`src/rtl/noc_src_ni.sv`:
```
// Source network interface: buffers host flits in a small FIFO and injects
// them into the local router port, tracking per-VC credits and keeping each
// packet on a single virtual channel from head to tail.
//
// state  | meaning
// -------+----------------------------------------------------------------
// S_IDLE | between packets; a head flit picks a free unlocked VC
// S_SEND | packet open on cur_vc; body/tail flits follow on that VC
module noc_src_ni #(
    parameter int FIFO_DEPTH = 4,
    parameter int VC_DEPTH   = 4
) (
    input  logic        clk,
    input  logic        rst_,
    input  logic [1:0]  my_xpos,
    input  logic [1:0]  my_ypos,
    input  logic [34:0] h_data,
    input  logic        h_valid,
    output logic        h_ready,
    output logic [34:0] odata,
    output logic        ovalid,
    output logic        ovch,
    input  logic [1:0]  iack,
    input  logic [1:0]  irdy,
    input  logic [1:0]  ilck,
    output logic        err,
    output logic        idle
);

    localparam int AW = $clog2(FIFO_DEPTH);
    localparam int CW = $clog2(VC_DEPTH + 1);
    localparam logic [CW-1:0] CRED_MAX = CW'(VC_DEPTH);

    typedef enum logic {S_IDLE, S_SEND} state_t;

    state_t        state, state_nxt;
    logic [34:0]   mem [FIFO_DEPTH];
    logic [AW:0]   wr_ptr, rd_ptr;
    logic          rdy_en;
    logic          full, empty, push, pop;
    logic [34:0]   head, stamped;
    logic [1:0]    htype;
    logic [CW-1:0] cred [2];
    logic [1:0]    elig, qual, iss_on, at_max;
    logic          rr, rr_nxt, cur_vc, cur_vc_nxt;
    logic          issue, issue_vc, disc_err, ack_err;

    assign full    = (wr_ptr[AW] != rd_ptr[AW]) && (wr_ptr[AW-1:0] == rd_ptr[AW-1:0]);
    assign empty   = (wr_ptr == rd_ptr);
    assign h_ready = rdy_en && !full;
    assign push    = h_valid && h_ready;
    assign head    = mem[rd_ptr[AW-1:0]];
    assign htype   = head[34:33];

    // Head-type flits (01/11) carry the source coordinates in bits [7:4].
    always_comb begin
        stamped = head;
        if (head[33]) stamped[7:4] = {my_ypos, my_xpos};
    end

    assign elig[0]   = (cred[0] != '0) && irdy[0];
    assign elig[1]   = (cred[1] != '0) && irdy[1];
    assign qual      = elig & ~ilck;
    assign at_max[0] = (cred[0] == CRED_MAX);
    assign at_max[1] = (cred[1] == CRED_MAX);
    assign iss_on[0] = issue && !issue_vc;
    assign iss_on[1] = issue && issue_vc;
    assign ack_err   = |(iack & ~iss_on & at_max);
    assign idle      = empty && (state == S_IDLE) && at_max[0] && at_max[1];

    // Issue decision, VC selection and next-state logic.
    always_comb begin
        state_nxt  = state;
        issue      = 1'b0;
        issue_vc   = 1'b0;
        disc_err   = 1'b0;
        rr_nxt     = rr;
        cur_vc_nxt = cur_vc;
        unique case (state)
            S_IDLE: begin
                if (!empty) begin
                    if (htype[0]) begin
                        if (qual == 2'b11) begin
                            issue    = 1'b1;
                            issue_vc = rr;
                            rr_nxt   = ~rr;
                        end else if (qual[0]) begin
                            issue    = 1'b1;
                            issue_vc = 1'b0;
                        end else if (qual[1]) begin
                            issue    = 1'b1;
                            issue_vc = 1'b1;
                        end
                        if (issue && htype == 2'b01) begin
                            state_nxt  = S_SEND;
                            cur_vc_nxt = issue_vc;
                        end
                    end else begin
                        disc_err = 1'b1;
                    end
                end
            end
            S_SEND: begin
                if (!empty) begin
                    if (htype[0]) begin
                        disc_err = 1'b1;
                    end else if (elig[cur_vc]) begin
                        issue    = 1'b1;
                        issue_vc = cur_vc;
                        if (htype == 2'b10) state_nxt = S_IDLE;
                    end
                end
            end
            default: state_nxt = S_IDLE;
        endcase
    end

    assign pop = issue || disc_err;

    // FIFO storage; contents need no reset since pointers gate visibility.
    always_ff @(posedge clk) begin
        if (push) mem[wr_ptr[AW-1:0]] <= h_data;
    end

    // FIFO pointers and the post-reset enable for h_ready.
    always_ff @(posedge clk or negedge rst_) begin
        if (!rst_) begin
            wr_ptr <= '0;
            rd_ptr <= '0;
            rdy_en <= 1'b0;
        end else begin
            rdy_en <= 1'b1;
            if (push) wr_ptr <= wr_ptr + 1'b1;
            if (pop)  rd_ptr <= rd_ptr + 1'b1;
        end
    end

    // FSM state, round-robin pointer and owning VC of the open packet.
    always_ff @(posedge clk or negedge rst_) begin
        if (!rst_) begin
            state  <= S_IDLE;
            rr     <= 1'b0;
            cur_vc <= 1'b0;
        end else begin
            state  <= state_nxt;
            rr     <= rr_nxt;
            cur_vc <= cur_vc_nxt;
        end
    end

    // Per-VC credit counters; an ack at full credit is dropped.
    always_ff @(posedge clk or negedge rst_) begin
        if (!rst_) begin
            cred[0] <= CRED_MAX;
            cred[1] <= CRED_MAX;
        end else begin
            for (int v = 0; v < 2; v++) begin
                if (iss_on[v] && !iack[v])
                    cred[v] <= cred[v] - 1'b1;
                else if (iack[v] && !iss_on[v] && !at_max[v])
                    cred[v] <= cred[v] + 1'b1;
            end
        end
    end

    // Registered flit output to the router plus the sticky error flag.
    always_ff @(posedge clk or negedge rst_) begin
        if (!rst_) begin
            odata  <= '0;
            ovalid <= 1'b0;
            ovch   <= 1'b0;
            err    <= 1'b0;
        end else begin
            ovalid <= issue;
            if (issue) begin
                odata <= stamped;
                ovch  <= issue_vc;
            end
            if (disc_err || ack_err) err <= 1'b1;
        end
    end

endmodule

```
`config.mk`:
```
export PLATFORM = sky130hd
export DESIGN_NAME = noc_src_ni
export DESIGN_NICKNAME = d
export VERILOG_FILES = /design/src/rtl/noc_src_ni.sv
export SDC_FILE = /design/constraint.sdc
export NUM_CORES = 1
export LEC_CHECK = 0
export CAP_MARGIN = 20
export CORE_ASPECT_RATIO = 0.75
export CORE_MARGIN = 3
export CORE_UTILIZATION = 42
export CTS_BUF_LIST = sky130_fd_sc_hd__clkbuf_8
export DETAILED_ROUTE_END_ITERATION = 12
export HOLD_SLACK_MARGIN = 0.15
export PLACE_DENSITY_LB_ADDON = 0.2
export SYNTH_ARGS = -nofsm -noshare
export SYNTH_HDL_FRONTEND = slang
export SYNTH_SLANG_ARGS = --single-unit
export TNS_END_PERCENT = 100
```
`constraint.sdc`:
```
create_clock -name clk -period 2.67 [get_ports clk]
set_input_delay 0.4005 -clock clk [delete_from_list [all_inputs] [get_ports clk]]
set_output_delay 0.4005 -clock clk [all_outputs]
set_load 0.02 [all_outputs]
```
==> flow_summary.ini, run 1 <==
[placed_design]
dp.cells = 743
place.gp.congestion = 0.8249
hpwl_um = 9109
port_buffers = 87
place_worst_setup_slack_ns = -0.2567

[synthesis]
synth_fa_ha_area_share_pct = 1.344
syn_area_per_cell_um2 = 18.95
netlist.area_leader.share_pct = 55.05
synth_seq_cells = 194
syn-num-nets = 458
synth-xor-area-share_pct = 1.147
yosysWarningCount = 0
synth_simple_gate_area_share_pct = 3.982
synth-main-ff-cell = edfxtp_1
synth_top_family_by_area = multiplexers
syn_area_um2 = 7636
yosysTopAreaCell = edfxtp_1
synth_cells = 403
yosys-top-cells-area = edfxtp_1 (55%), dfrtp_1 (17%), mux4_2 (9.7%)
async_flop_share_pct = 27.84
synth-edff-count = 140
yosysUniqueCellTypes = 48
synth.mux.area_fraction_pct = 16.34
seq_area_frac_synth_pct = 72.78
synth_compound_area_share_pct = 2.769

[die]
die_area_um2 = 19850
die_h_um = 122.8
die_x_um = 161.7
coreArea_um2 = 17710
io_pins = 88
rows = 42
initial_core_util_pct = 43.12

[setup_path]
path_common_cell = a31o_1
cp.depth = 8
worst-r2r-cell-count = 8
arrival_ns = 3.03
worst-path-buf-inv = 0
crit_chain = mux4_2 -> and3b_1 -> a31o_1 -> and2_4 -> nand2_2 -> fa_2 -> or4_4 -> a31o_1
crit_path_end_kind = flop
critPathMaxStageDelay_ns = 0.59
cp-start-kind = flop
slowest_stage = mux4_2
cp_top_family = simple AND/OR/NAND/NOR gates
r2r_slack_ns = 0.04
timing_worst_setup_path_type = reg2reg
required_ns = 3.07
cp_max_fo = 5

[drt]
dr_wl_met2_um = 6551
drt_iter0_markers = 316
ant_nets = 0
viasPerCell = 5.053
vias = 3921
highest_layer = met5
wl_per_cell_um = 18.46
routed-wl-met3_um = 844
drc_errors = 0
wirelength_um = 14320
drtPass1Iterations = 4
wl_met1_um = 6634

[clocking]
path_clk_slew_ns = 0.10
insertion_delay_ns = 0.46
tritoncts = yes
cts_buffer_depth = 2
clock_sinks = 194
root_buffer = clkbuf_8
cts_max_level = 4
cts_buffers = 17

[layout]
stdcell_count = 776
area_growth_pct = 23.73
nNetsFinal = 576
drive_gt1_share_pct = 28.84
postLayoutCoreUtil_pct = 53.35
antenna_cells = 0
most-common-layout-cells = edfxtp_1 (140), clkdlybuf4s50_1 (85), dfrtp_1 (49)
final_common_cell = edfxtp_1

[timing]
max_freq_ghz = 0.3800
rsz0062_at_grt = yes
timing.final.crit_share_pct = 98.56
worst_clock_skew_ns = 0.01438
setup_ws_ns = 0.03843
fin_crit_ns = 2.632
hold_viol = 0
worst_pin_slew_ns = 0.7268
setup_viol = 0
relSlewSlack_pct = 51.55
slew_violations = 0

[pwr]
max-vdd-ir-drop_mv = 0.4897
p_leak_uw = 0.003351
power.density_nw_per_um2 = 1094

[global_routing]
grt_use_total_pct = 15.33
first_global_vias = 4057
grt_max_degree = 37
grt_overflow_total = 0
grt_pass1_wl_um = 22470
antenna_found_initial = 2

[outcome]
status = completed

[run]
drv_cap = 0

[min_path]
min_path_type = in2async
## area by class of cell
| cell class | instances | area [um2] |
|---|---|---|
| Clock inverter | 15 | 205.2 |
| Clock buffer | 17 | 234.0 |
| Sequential cell | 194 | 5562 |
| Multi-Input combinational cell | 185 | 2021 |
| Timing Repair Buffer | 115 | 1094 |
| Inverter | 8 | 30.03 |
| Tap cell | 242 | 302.8 |
| Fill cell | 1446 | 8262 |
## worst paths after layout
kind / endpoint / startpoint
setup / recovery: cred[2] / rd_ptr[0]
hold / removal: cred[0] / rst_
setup reg to reg: cred[2] / rd_ptr[0]
hold reg to reg: rd_ptr[2] / rd_ptr[2]
max in group asynchronous: wr_ptr[0] / rst_
min in group clk: rd_ptr[2] / rd_ptr[2]
## stage by stage
| step | total power, uW | hold WS [ns] | area, um2 | TNS, ns |
|---|---|---|---|---|
| 2_1_floorplan | 6881 | 0.1049 | 7654 | -0.2059 |
| 3_3_place_gp | 8260 | 0.2055 | 8951 | -0.2853 |
| 3_5_place_dp | 8343 | 0.2062 | 8951 | -0.4970 |
| 4_1_cts | 10440 | 0.2168 | 9405 | 0 |
| 5_1_grt | 10990 | 0.2326 | 9448 | -0.05321 |
| 6_report | 10340 | 0.2540 | 9448 | 0 |
## per-layer routing
layer,vias to the layer above,track usage (%)
li1,1817,-
met1,1987,21.05
met2,92,23.18
met3,21,4.487
met4,4,6.446
met5,-,0
## cells in the mapped netlist (all sizes together) (2+ instances only)
library cell and count:
edfxtp 140, dfrtp 52, mux4 35, mux2 33, nor2 17, buf 11, nand2 11, a21oi 9
inv 8, mux2i 8, nor3 7, o21ai 7, and3 5, clkbuf 5, ha 5, xnor2 5
xor2 5, nor2b 4, or3 4, a31o 3, o211ai 3, a31oi 2, and2 2, dfstp 2
fa 2, o31ai 2
## flip-flops by register name, summed over array words and instances (netlist names), 3 cells and up
signal / cells
odata: 35
wr_ptr: 3
cred: 6
mem: 140
rd_ptr: 3
## cells by family (layout without fill, tap and decap cells)
group	after synthesis	in the layout
and+or+nand+nor	58	58
buffers and inverters	24	155
DFF	194	194
muxes	76	76
AOI/OAI and AO/OA	33	33
other	1	1
adders and majority gates	7	7
xor gates and xnor gates	10	10
## what timing repair did
| item | 4_1_cts | 5_1_grt |
|---|---|---|
| hold buffers | 1 | 0 |
| setup endpoints to repair | 1 | 5 |
| pin swaps | 0 | 4 |
| hold endpoints to repair | 52 | 0 |
| buffers inserted | 0 | 0 |
| gates resized for setup | 1 | 12 |
## where the power goes
part           leakage, uW  internal [uW]  switching, uW  total, uW
logic              0.00124           2040           1900       3940
registers          0.00190           3950            386       4340
clock network     0.000219           1030           1030       2060
No activity file was read; power rests on OpenSTA's default activity.
==> run 2: changes to the inputs <==
- HOLD_SLACK_MARGIN: 0.15 -> 0.12
==> results of run 2 <==
Final layout, timing and power as in run 1 (identical DEF).
